`src/rtl/multi_unit_clock_ctl.sv`:
```
// ----------------------------------------------------------------------------
// multi_unit_clock_ctl
//   NUM_CH independent unit-clock generators, each dividing CRCU_CLK by a
//   software-selected even ratio (12/10/6/4/2) with glitch-free ratio changes
//   and clean start/stop.
//
// Ports
//   CRCU_CLK            source clock, all state on the rising edge
//   CRCU_RST_N          asynchronous active-low reset
//   unit_clock_ctl_reg  per-channel 32-bit control word:
//                       [2:0] sel, [3] clk_en, [4] clk_gate, [31:5] unused
//   unit_clk            registered divided clock per channel
//   clk_active          1 while the channel FSM is not in STOP
//   sw_pending          1 while a ratio change is latched but not yet applied
// ----------------------------------------------------------------------------
module multi_unit_clock_ctl #(
  parameter int unsigned NUM_CH  = 4,
  parameter logic [2:0]  RST_SEL = 3'b000
) (
  input  logic                   CRCU_CLK,
  input  logic                   CRCU_RST_N,
  input  logic [NUM_CH*32-1:0]   unit_clock_ctl_reg,
  output logic [NUM_CH-1:0]      unit_clk,
  output logic [NUM_CH-1:0]      clk_active,
  output logic [NUM_CH-1:0]      sw_pending
);

  typedef enum logic [1:0] {
    ST_STOP = 2'd0,
    ST_LOW  = 2'd1,
    ST_HIGH = 2'd2
  } state_e;

  // Decode a select code to {valid, half-period}; unused codes are invalid.
  function automatic logic [3:0] sel_to_half(input logic [2:0] sel);
    case (sel)
      3'b000:  sel_to_half = {1'b1, 3'd6};
      3'b001:  sel_to_half = {1'b1, 3'd5};
      3'b010:  sel_to_half = {1'b1, 3'd3};
      3'b011:  sel_to_half = {1'b1, 3'd2};
      3'b100:  sel_to_half = {1'b1, 3'd1};
      default: sel_to_half = {1'b0, 3'd0};
    endcase
  endfunction

  localparam logic [3:0] RST_DEC  = sel_to_half(RST_SEL);
  // An invalid reset code falls back to the slowest ratio.
  localparam logic [2:0] RST_HALF = RST_DEC[3] ? RST_DEC[2:0] : 3'd6;

  for (genvar g = 0; g < NUM_CH; g++) begin : g_ch
    state_e     state_q, state_d;
    logic [2:0] cnt_q, cnt_d;
    logic [2:0] cur_half_q, cur_half_d;
    logic [2:0] pend_half_q, pend_half_d;
    logic       pend_q, pend_d;
    logic       uclk_q, uclk_d;
    logic       act_q, act_d;
    logic       run_s;
    logic       sel_valid_s;
    logic [2:0] sel_half_s;
    logic       rise_s;
    logic       unused_ctl_s;

    assign run_s = unit_clock_ctl_reg[32*g+3] & ~unit_clock_ctl_reg[32*g+4];
    assign {sel_valid_s, sel_half_s} = sel_to_half(unit_clock_ctl_reg[32*g +: 3]);
    assign unused_ctl_s = ^unit_clock_ctl_reg[32*g+5 +: 27];

    // Phase FSM: counts half-period cycles in LOW and HIGH.
    always_comb begin
      state_d = state_q;
      cnt_d   = cnt_q;
      uclk_d  = uclk_q;
      rise_s  = 1'b0;
      case (state_q)
        ST_STOP: begin
          uclk_d = 1'b0;
          cnt_d  = 3'd0;
          if (run_s) begin
            state_d = ST_LOW;
          end else begin
            state_d = ST_STOP;
          end
        end
        ST_LOW: begin
          uclk_d = 1'b0;
          if (!run_s) begin
            // Output is already low, so stopping here cannot leave a runt.
            state_d = ST_STOP;
            cnt_d   = 3'd0;
          end else if (cnt_q == cur_half_q - 3'd1) begin
            state_d = ST_HIGH;
            uclk_d  = 1'b1;
            cnt_d   = 3'd0;
            rise_s  = 1'b1;
          end else begin
            cnt_d = cnt_q + 3'd1;
          end
        end
        ST_HIGH: begin
          uclk_d = 1'b1;
          if (cnt_q == cur_half_q - 3'd1) begin
            uclk_d  = 1'b0;
            cnt_d   = 3'd0;
            state_d = run_s ? ST_LOW : ST_STOP;
          end else begin
            cnt_d = cnt_q + 3'd1;
          end
        end
        default: begin
          state_d = ST_STOP;
          cnt_d   = 3'd0;
          uclk_d  = 1'b0;
        end
      endcase
      act_d = (state_d != ST_STOP);
    end

    // Ratio bookkeeping. A new ratio only takes effect at a rise (a fresh
    // high phase) or while stopped, so no phase is ever cut short. While
    // stopped a valid select is taken directly, so a start never runs one
    // period at a stale ratio.
    always_comb begin
      cur_half_d  = cur_half_q;
      pend_half_d = pend_half_q;
      pend_d      = pend_q;
      if ((state_q == ST_STOP) && sel_valid_s) begin
        cur_half_d = sel_half_s;
        pend_d     = 1'b0;
      end else if (((state_q == ST_STOP) || rise_s) && pend_q) begin
        cur_half_d = pend_half_q;
        pend_d     = 1'b0;
      end else begin
        cur_half_d = cur_half_q;
      end
      // Compared against the post-apply ratio so an applied change does not
      // immediately re-arm itself.
      if (sel_valid_s) begin
        if (sel_half_s != cur_half_d) begin
          pend_d      = 1'b1;
          pend_half_d = sel_half_s;
        end else begin
          pend_d = 1'b0;
        end
      end else begin
        pend_half_d = pend_half_q;
      end
    end

    // Channel state registers.
    always_ff @(posedge CRCU_CLK or negedge CRCU_RST_N) begin
      if (!CRCU_RST_N) begin
        state_q     <= ST_STOP;
        cnt_q       <= 3'd0;
        uclk_q      <= 1'b0;
        act_q       <= 1'b0;
        pend_q      <= 1'b0;
        pend_half_q <= RST_HALF;
        cur_half_q  <= RST_HALF;
      end else begin
        state_q     <= state_d;
        cnt_q       <= cnt_d;
        uclk_q      <= uclk_d;
        act_q       <= act_d;
        pend_q      <= pend_d;
        pend_half_q <= pend_half_d;
        cur_half_q  <= cur_half_d;
      end
    end

    assign unit_clk[g]   = uclk_q;
    assign clk_active[g] = act_q;
    assign sw_pending[g] = pend_q;
  end

endmodule

```
`config.mk`:
```
export PLATFORM = sky130hd
export DESIGN_NAME = multi_unit_clock_ctl
export DESIGN_NICKNAME = d
export VERILOG_FILES = /design/src/rtl/multi_unit_clock_ctl.sv
export SDC_FILE = /design/constraint.sdc
export NUM_CORES = 1
export LEC_CHECK = 0
export BUFFER_PORTS_ARGS = -buffer_cell sky130_fd_sc_hd__buf_4
export CAP_MARGIN = 20
export CORE_ASPECT_RATIO = 1.2
export CORE_MARGIN = 5
export CORE_UTILIZATION = 40
export CTS_BUF_LIST = sky130_fd_sc_hd__clkbuf_16
export CTS_CLUSTER_SIZE = 30
export DETAILED_ROUTE_END_ITERATION = 10
export GPL_TIMING_DRIVEN = 0
export PLACE_DENSITY = 0.71
export SYNTH_ARGS = -nofsm -noshare
export SYNTH_HDL_FRONTEND = slang
export SYNTH_SLANG_ARGS = --single-unit
```
`constraint.sdc`:
```
create_clock -name CRCU_CLK -period 8.1 [get_ports CRCU_CLK]
set_clock_uncertainty 0.05 [all_clocks]
set_input_delay 1.215 -clock CRCU_CLK [delete_from_list [all_inputs] [get_ports CRCU_CLK]]
set_output_delay 1.215 -clock CRCU_CLK [all_outputs]
set_load 0.02 [all_outputs]
```
==> flow_metrics.py <==
metrics = {
    "timing": {
        "fin_ws_ns": 4.74,
        "setup_viol": 0,
        "drv_slew": 0,
        "period_needed_ns": 3.36,
        "hold_violations": 0,
        "worst_pin_slew_ns": 0.709,
        "slew_headroom_pct": 52.2,
        "tns_ns": 0,
        "finalCritPeriodShare_pct": 41.5,
        "rsz0062_at_grt": "false",
        "fmax_mhz": 297,
    },
    "routing": {
        "drt.antenna.violating_nets": 0,
        "via_per_inst": 5.57,
        "drc": 0,
        "drtIter0Drc": 136,
        "wirelength_um": 8440,
        "first_pass_iters": 6,
        "avgRoutedWirePerCell_um": 13.5,
        "via_count": 3493,
    },
    "critical_path": {
        "path_cells": "clkbuf_1, o21ai_0, a21oi_1, mux2i_4, nor4b_2, a31oi_1, or3_1, a22o_1",
        "critPathRequiredTime_ns": 8.23,
        "critical_path_class": "in -> reg",
        "rr_endpoint": "g_ch[0].pend_q$_DFFE_PN0P_",
        "cp-end-kind": "flop",
        "startpoint_type": "input pin",
        "regToRegStartpoint": "g_ch[0].cur_half_q[1]$_DFF_PN1_",
        "reg2reg_slack_ns": 4.88,
        "worst_path_largest_cell_delay_ns": 0.61,
        "slowest_stage": "o21ai_0",
        "crit_buf_inv": 1,
        "cp_max_fo": 9,
        "worstPathArrival_ns": 3.49,
        "r2r_cells": 9,
        "crit_start": "unit_clock_ctl_reg[32]",
        "critical-path-top-delay-family": "compound AO/OA/AOI/OAI gates",
    },
    "hold_path": {
        "holdPathEnd": "g_ch[3].cnt_q[0]$_DFF_PN0_",
        "min_from": "g_ch[3].cnt_q[0]$_DFF_PN0_",
        "hp-class": "reg -> reg",
        "worst_hold_path.num_cells": 1,
    },
    "layout": {
        "nNetsFinal": 651,
        "fillers": 994,
        "seqCellArea_mm2": 0.00142,
        "final_util_pct": 45.3,
        "drive_gt1_share_pct": 17.1,
        "multi_input_area_mm2": 0.00250,
        "area_growth_pct": 12.0,
        "n_antenna_cell": 0,
    },
    "die": {
        "dieArea_mm2": 0.0127,
        "die_y_um": 122,
        "core_mm2": 0.0104,
        "start_util_pct": 40.5,
        "die_w_um": 104,
        "rows": 41,
        "pin_count": 142,
    },
    "clocking": {
        "root_buffer": "clkbuf_16",
        "htree_levels": 2,
        "clockBufferDepth": 2,
        "cts_setup_buffers": 0,
        "cts_hold_buffers": 0,
        "postCtsResizedCells": 0,
        "path_clk_slew_ns": 0.07,
        "clock_sink_count": 56,
        "clk_latency_ns": 0.30,
        "cts_tree": "done",
        "cts-buffers-inserted": 5,
    },
    "logic_synthesis": {
        "postSynthNetCount": 617,
        "synth_top_family_by_area": "simple AND/OR/NAND/NOR gates",
        "synth.cell_area_mm2": 0.00422,
        "ys_ff_latch": 56,
        "synth_compound_area_share_pct": 18.4,
        "synthFlopType": "dfrtp_1",
        "seq_area_frac_synth_pct": 33.7,
        "synth_enable_flop_cells": 0,
        "netlist_instances": 463,
        "synthAdderAreaFrac_pct": 7.12,
        "synth_xor_area_share_pct": 6.17,
        "yosysUniqueCellTypes": 71,
        "synthSimpleGateAreaFrac_pct": 20.8,
        "syn_avg_cell_area_um2": 9.10,
        "async_reset_ff_share_pct": 100,
        "synth.mux.area_fraction_pct": 6.68,
        "ys_warn_count": 0,
    },
    "pwr": {
        "power.density_mw_per_mm2": 240,
        "leakage_uw": 0.00217,
        "power_uw": 1130,
        "ir_drop_uv": 101,
    },
    "grt": {
        "grt_pass1_wl_um": 15000,
        "gr-usage-all-layers_pct": 13.8,
        "antenna_found_initial": 0,
        "grt_pass1_vias": 3391,
        "grt_max_degree": 57,
        "gr-total-overflow": 0,
    },
    "flow_run": {
        "cap_violations": 0,
    },
    "placed_design": {
        "portBuffers": 27,
        "hpwl_um": 6430,
        "post-place-ws_ns": 4.45,
        "place.gp.congestion": 0.871,
    },
    "status": {
        "status": "completed",
    },
}
-- worst max path at each step --
stage,end,depth (start not counted)
after floorplan,g_ch[0].pend_q$_DFFE_PN0P_,7
after detailed placement,g_ch[1].pend_half_q[0]$_DFFE_PN0P_,8
after global routing,g_ch[1].pend_half_q[0]$_DFFE_PN0P_,8
final,g_ch[1].pend_half_q[0]$_DFFE_PN0P_,8
after global placement,g_ch[0].pend_q$_DFFE_PN0P_,8
after CTS,g_ch[1].pend_half_q[0]$_DFFE_PN0P_,8
-- cells in the final DEF (no fill, tap or decap), types with 5 or more instances in the layout --
cell type / instances
a31oi_1: 6
nand2b_1: 16
xor2_1: 5
clkbuf_1: 11
mux2i_1: 14
nand2_1: 33
ha_1: 24
nand3_1: 15
or2_2: 7
inv_1: 36
nor2b_1: 9
clkbuf_16: 5
dfstp_2: 16
nor2_1: 45
xnor2_1: 14
buf_4: 43
a22o_1: 8
and3_1: 5
a21oi_1: 17
o21ai_0: 17
nor3_1: 7
dfrtp_1: 40
-- state kept, by name, summed over array words and instances, names as in the netlist --
name / cells
g_ch.cnt_q: 12
g_ch.cur_half_q: 12
g_ch.pend_half_q: 12
g_ch.state_q: 8
g_ch.act_q: 4
g_ch.pend_q: 4
g_ch.uclk_q: 4
-- routing by layer --
layer	part of all wire (%)	track usage, %	routed length [um]
met5	0	0	0
met1	44	16.0	3690
met3	4.8	3.31	403
met2	50	25.0	4190
met4	1.9	4.86	161
-- area by class of cell --
cell class              instances  share of cell area, %
clock buffers                   5                   2.65
flip-flops and latches         56                   30.1
repair buffers                 27                   4.29
multi-input cells             344                   52.9
well taps                     129                   3.42
inverters                      35                   2.78
plain buffers                  28                   3.53
clock inverters                 3                  0.345
-- power breakdown --
group          leakage (uW)  switching (uW)  internal (uW)
combinational       0.00140             266            237
sequential         0.000693            58.4            360
clock             0.0000710            99.9            113
total               0.00217             425            710
-- metrics by stage --
stage	instance area, um^2	hold WS, ns	std cells
2_1_floorplan	4220	0.398	463
3_3_place_gp	4580	0.422	619
3_5_place_dp	4580	0.432	619
4_1_cts	4720	0.442	627
5_1_grt	4720	0.456	627
6_report	4720	0.437	627
-- synthesized netlist by cell type, types with 5 or more instances --
| library cell | instances | share of area (%) |
|---|---|---|
| dfstp_2 | 16 | 10 |
| nor3_1 | 7 | 0.83 |
| or2_2 | 7 | 1.0 |
| ha_1 | 24 | 7.1 |
| nor2b_1 | 9 | 1.3 |
| nand2_1 | 33 | 2.9 |
| xor2_1 | 5 | 1.0 |
| mux2i_1 | 14 | 3.3 |
| xnor2_1 | 14 | 2.9 |
| a21oi_1 | 17 | 2.0 |
| inv_1 | 35 | 3.1 |
| and3_1 | 5 | 0.74 |
| nor2_1 | 45 | 4.0 |
| a22o_1 | 8 | 1.7 |
| dfrtp_1 | 40 | 24 |
| nand3_1 | 15 | 1.8 |
| o21ai_0 | 17 | 2.0 |
| clkbuf_1 | 11 | 0.98 |
| buf_4 | 16 | 2.8 |
| a31oi_1 | 6 | 0.89 |
| nand2b_1 | 16 | 2.4 |
-- cells by family (layout without fill, tap and decap cells) --
| logic type | count (synthesis) | after routing |
|---|---|---|
| flops | 56 | 56 |
| mux | 24 | 24 |
| xor+xnor | 23 | 23 |
| simple gates | 168 | 168 |
| buf+inv | 63 | 98 |
| fa+ha+maj | 24 | 24 |
| compound gates | 105 | 105 |
No activity file was read; power rests on OpenSTA's default activity.
